File: config.mk
export PLATFORM = sky130hd
export DESIGN_NAME = demo_top
export DESIGN_NICKNAME = d
export VERILOG_FILES = /design/src/rtl/pid_pkg.sv /design/src/rtl/pid_core.sv /design/src/rtl/demo_top.sv
export SDC_FILE = /design/constraint.sdc
export NUM_CORES = 1
export LEC_CHECK = 0
export ABC_AREA = 1
export CORE_MARGIN = 3
export CORE_UTILIZATION = 57
export CTS_CLUSTER_DIAMETER = 200
export CTS_CLUSTER_SIZE = 24
export DETAILED_ROUTE_END_ITERATION = 8
export PLACE_DENSITY = 0.84
export SLEW_MARGIN = 20
export SYNTH_ARGS = -nofsm -noshare
export SYNTH_HDL_FRONTEND = slang
export SYNTH_HIERARCHICAL = 1
export SYNTH_SLANG_ARGS = --single-unit
File: constraint.sdc
create_clock -name clk -period 6.7 [get_ports clk]
set_input_delay 1.34 -clock clk [delete_from_list [all_inputs] [get_ports clk]]
set_output_delay 1.34 -clock clk [all_outputs]
set_load 0.005 [all_outputs]
File: src/rtl/pid_pkg.sv
// rtl/pid_pkg.sv - shared widths, output limits and saturation helper for the PID demo
package pid_pkg;

    localparam int IN_W   = 10;
    localparam int GAIN_W = 4;
    localparam int OUT_W  = 15;
    localparam int ERR_W  = 11;
    localparam int ACC_W  = 21;

    localparam int OUT_MAX = 16383;
    localparam int OUT_MIN = -16384;

    // Clamp a full-precision accumulator value into the output range.
    function automatic logic signed [OUT_W-1:0] saturate(input logic signed [ACC_W-1:0] a);
        logic signed [ACC_W-1:0] hi;
        logic signed [ACC_W-1:0] lo;
        hi = ACC_W'(OUT_MAX);
        lo = ACC_W'(OUT_MIN);
        if (a > hi) begin
            return OUT_W'(OUT_MAX);
        end else if (a < lo) begin
            return OUT_W'(OUT_MIN);
        end else begin
            return a[OUT_W-1:0];
        end
    endfunction

endpackage

File: src/rtl/pid_core.sv
// rtl/pid_core.sv - velocity-form PID: error history, increment and saturating accumulator
module pid_core
    import pid_pkg::*;
(
    input  logic                     clk,
    input  logic                     rst_n,
    input  logic signed [IN_W-1:0]   target,
    input  logic signed [IN_W-1:0]   y,
    input  logic        [GAIN_W-1:0] kp,
    input  logic        [GAIN_W-1:0] ki,
    input  logic        [GAIN_W-1:0] kd,
    output logic signed [OUT_W-1:0]  uk0
);

    logic signed [ERR_W-1:0] e0_q, e0_d;
    logic signed [ERR_W-1:0] e1_q, e1_d;
    logic signed [ERR_W-1:0] e2_q, e2_d;
    logic signed [OUT_W-1:0] uk0_q, uk0_d;

    logic signed [ERR_W-1:0]  e;
    logic signed [ERR_W:0]    dp;
    logic signed [ERR_W+1:0]  dd;
    logic signed [GAIN_W:0]   kp_s, ki_s, kd_s;
    logic signed [ACC_W-1:0]  du;
    logic signed [ACC_W-1:0]  sum;

    always_comb begin
        e    = ERR_W'(target) - ERR_W'(y);
        dp   = (ERR_W+1)'(e0_q) - (ERR_W+1)'(e1_q);
        dd   = (ERR_W+2)'(e0_q) - ((ERR_W+2)'(e1_q) <<< 1) + (ERR_W+2)'(e2_q);
        // Gains are unsigned; a zero MSB keeps them non-negative in signed products.
        kp_s = signed'({1'b0, kp});
        ki_s = signed'({1'b0, ki});
        kd_s = signed'({1'b0, kd});
        du   = ACC_W'(kp_s) * ACC_W'(dp)
             + ACC_W'(ki_s) * ACC_W'(e0_q)
             + ACC_W'(kd_s) * ACC_W'(dd);
        sum  = ACC_W'(uk0_q) + du;

        e0_d  = e;
        e1_d  = e0_q;
        e2_d  = e1_q;
        uk0_d = saturate(sum);
    end

    always_ff @(posedge clk) begin
        if (!rst_n) begin
            e0_q  <= '0;
            e1_q  <= '0;
            e2_q  <= '0;
            uk0_q <= '0;
        end else begin
            e0_q  <= e0_d;
            e1_q  <= e1_d;
            e2_q  <= e2_d;
            uk0_q <= uk0_d;
        end
    end

    assign uk0 = uk0_q;

endmodule

File: src/rtl/demo_top.sv
// rtl/demo_top.sv - PID demo top wrapping a single pid_core
module demo_top
    import pid_pkg::*;
(
    input  logic                     clk,
    input  logic                     rst_n,
    input  logic signed [IN_W-1:0]   target,
    input  logic signed [IN_W-1:0]   y,
    input  logic        [GAIN_W-1:0] kp,
    input  logic        [GAIN_W-1:0] ki,
    input  logic        [GAIN_W-1:0] kd,
    output logic signed [OUT_W-1:0]  uk0
);

    pid_core u_core (
        .clk    (clk),
        .rst_n  (rst_n),
        .target (target),
        .y      (y),
        .kp     (kp),
        .ki     (ki),
        .kd     (kd),
        .uk0    (uk0)
    );

endmodule

==> flow_results.xml <==
<?xml version="1.0" encoding="UTF-8"?>
<metrics>
  <group name="die">
    <metric name="start_util" unit="">0.591</metric>
    <metric name="core" unit="sq mm">0.0168</metric>
    <metric name="fp.dieArea" unit="sq mm">0.0191</metric>
    <metric name="fp.dieH" unit="um">138</metric>
    <metric name="row_count" unit="">47</metric>
    <metric name="die_width" unit="um">138</metric>
    <metric name="top_level_ports" unit="">49</metric>
  </group>
  <group name="timing">
    <metric name="max-slew-margin-rel" unit="">0.505</metric>
    <metric name="drv_slew" unit="">0</metric>
    <metric name="finalHoldViolations" unit="">0</metric>
    <metric name="timing.final.setup_violations" unit="">15</metric>
    <metric name="fmax" unit="MHz">137</metric>
    <metric name="fin_ws" unit="ns">-0.622</metric>
    <metric name="worst_clock_skew" unit="ns">0.0143</metric>
    <metric name="period_needed" unit="ns">7.32</metric>
    <metric name="finalCritPeriodShare" unit="">1.09</metric>
    <metric name="tightestPinTransition" unit="ns">0.738</metric>
    <metric name="rsz0062_at_grt" unit="">true</metric>
    <metric name="hold-worst-slack" unit="ns">0.430</metric>
  </group>
  <group name="setup_path">
    <metric name="worst_ep_arrival_time" unit="ns">7.55</metric>
    <metric name="worst_path_max_delay_cell" unit="">fa_1</metric>
    <metric name="cp.required" unit="ns">6.93</metric>
    <metric name="critical_path_peak_fanout" unit="">7</metric>
    <metric name="start_kind" unit="">register</metric>
    <metric name="cpMostUsedCell" unit="">fa_1</metric>
    <metric name="timing_worst_setup_path_type" unit="">reg -&gt; reg</metric>
    <metric name="critical_path.max_stage_delay" unit="ns">0.57</metric>
    <metric name="crit_path_end_kind" unit="">register</metric>
  </group>
  <group name="clocking">
    <metric name="tritoncts" unit="">done</metric>
    <metric name="cts_max_level" unit="">2</metric>
    <metric name="numCtsBuffers" unit="">5</metric>
    <metric name="worstSkewPairLatency" unit="ns">0.31</metric>
    <metric name="cts_root_buffer" unit="">clkbuf_16</metric>
    <metric name="clk_transition_reported_paths" unit="ns">0.08</metric>
    <metric name="count_of_hold_buffers_inserted_by_post_cts_repair" unit="">0</metric>
    <metric name="clkSinkCount" unit="">48</metric>
    <metric name="ctsLongestPathBuffers" unit="">2</metric>
  </group>
  <group name="synthesis">
    <metric name="yosys_register_bits" unit="">48</metric>
    <metric name="synth.area.top_cells" unit="">fa_1, inv_1, ha_1</metric>
    <metric name="synth.cell_area" unit="sq mm">0.00994</metric>
    <metric name="cell_taking_the_most_area_after_synthesis" unit="">fa_1</metric>
    <metric name="yosys_warnings" unit="">6</metric>
    <metric name="synthesis.nets" unit="">1642</metric>
    <metric name="sequential_area_share_after_synthesis" unit="">0.0967</metric>
    <metric name="synth_cells" unit="">1332</metric>
    <metric name="netlist.area_leader.share" unit="">0.343</metric>
    <metric name="synthesis.area_per_instance" unit="sq um">7.46</metric>
    <metric name="synthDistinctLibCells" unit="">35</metric>
  </group>
  <group name="cells_and_area">
    <metric name="final_layout_size_suffix_gt1_frac" unit="">0.223</metric>
    <metric name="fin_nets" unit="">1826</metric>
    <metric name="ant_cells" unit="">0</metric>
    <metric name="mostFrequentLayoutCells" unit="">inv_1, nand2_1, fa_1, buf_4, ha_1</metric>
    <metric name="n_fill_cell" unit="">1110</metric>
    <metric name="layout.cells.most_common" unit="">inv_1</metric>
    <metric name="area_delta_synth_final" unit="%">27.1</metric>
  </group>
  <group name="place">
    <metric name="gp_congestion" unit="">0.937</metric>
    <metric name="hpwl" unit="mm">20.6</metric>
    <metric name="placement.io_buffers" unit="">48</metric>
  </group>
  <group name="global_routing">
    <metric name="grt_max_degree" unit="">32</metric>
    <metric name="grt.overflow.total" unit="">0</metric>
    <metric name="wire_length_of_the_first_global_routing_pass" unit="mm">43.7</metric>
    <metric name="number_of_antenna_violations_at_the_first_check_in_global_routing" unit="">0</metric>
    <metric name="total_grt_usage" unit="">0.278</metric>
    <metric name="first_global_vias" unit="">9753</metric>
  </group>
  <group name="routing">
    <metric name="drc" unit="">0</metric>
    <metric name="drt_first_pass_iters" unit="">5</metric>
    <metric name="via_count" unit="">8912</metric>
    <metric name="route.final.wire_length" unit="mm">26.7</metric>
    <metric name="via_per_inst" unit="">5.13</metric>
    <metric name="antenna_violating_nets_post_route" unit="">0</metric>
    <metric name="wl_per_cell" unit="um">15.4</metric>
    <metric name="drt_iter0_markers" unit="">489</metric>
  </group>
  <group name="worst_hold_path">
    <metric name="hp-class" unit="">reg -&gt; reg</metric>
  </group>
  <group name="run_status">
    <metric name="violations" unit="">setup timing</metric>
    <metric name="outcome" unit="">finished with violations</metric>
  </group>
  <group name="job">
    <metric name="cap_viol_max_count" unit="">0</metric>
  </group>
</metrics>
## state kept, by name (all words and copies together) (netlist names)
register and cells:
u_core/uk0 15, u_core/e0_q 11, u_core/e1_q 11, u_core/e2_q 11
## cells by family after synthesis
family,synth area share
buffers and inverters,0.182
AND/OR/NAND/NOR,0.175
adder cells (fa/ha/maj),0.476
AO/OA/AOI/OAI,0.0507
flip-flops,0.0967
XOR/XNOR,0.0194
## stage by stage
stage | instances | setup TNS (ns) | util | cell area (sq um) | worst slack (ns)
after detailed placement | 1718 | -9.12 | 0.707 | 11900 | -0.634
after global placement | 1718 | -8.19 | 0.707 | 11900 | -0.553
after floorplan | 1332 | 0 | - | 10200 | 0.00608
final | 1737 | -8.78 | 0.751 | 12600 | -0.622
after global routing | 1737 | -13.71 | 0.751 | 12600 | -0.961
after CTS | 1737 | -6.35 | 0.736 | 12400 | -0.446
## cell usage after synthesis, drive strengths merged
cell       n
o31ai      1
a21oi     57
xor2      14
clkinv     1
ha       106
o21bai     2
a31oi      5
o2111ai    2
nand2b     2
nor2      63
o21a       2
fa       170
inv      458
o21ai     16
xnor2      8
nand2    293
nor3       4
a21o       2
nand3     35
or2       14
buf        3
a21boi     2
clkbuf    15
and2       1
and3       1
dfxtp     48
nand4      3
nand3b     4
## routing by layer
layer / vias up / wire length [um] / GRT usage
met5: - / 0 / 0
met4: 0 / 1370 / 0.116
met3: 112 / 1390 / 0.0359
met2: 316 / 13800 / 0.504
met1: 4317 / 10100 / 0.333
li1: 4167 / - / -
## worst max-delay path, delay by kind of cell, from the launching register on
kind                     cells  cell delay (ns)
AO/OA/AOI/OAI                3             0.41
adder cells (fa/ha/maj)      9             3.93
buffers and inverters        9             0.62
flip-flops                   1             0.35
AND/OR/NAND/NOR             16             1.95
## path summary, 6_finish.rpt
path	start	to	slack, ns	depth (start not counted)
setup / recovery	u_core/e0_q[2]	u_core/uk0[6]	-0.62	37
hold / removal	u_core/e1_q[3]	u_core/e2_q[3]	0.43	2
setup reg to reg	u_core/e0_q[2]	u_core/uk0[6]	-0.62	37
hold reg to reg	u_core/e1_q[3]	u_core/e2_q[3]	0.43	2
## repair_timing
action                     CTS  global route
cloned                       2             0
resized for setup           64            80
setup endpoints to repair   15            15
setup buffers                9             1
pin swaps                   48            67
## layout make-up
| class | count | area [sq um] | area share |
|---|---|---|---|
| flip-flops and latches | 48 | 977 | 0.0774 |
| multi-input cells | 809 | 7890 | 0.624 |
| repair buffers | 193 | 1600 | 0.127 |
| clock inverters | 2 | 13.8 | 0.00109 |
| inverters | 459 | 1740 | 0.138 |
| well taps | 220 | 275 | 0.0218 |
| clock buffers | 6 | 139 | 0.0110 |
Power is not shown: default switching activity piles up to over one toggle a cycle in this logic, so the estimate is an artifact.
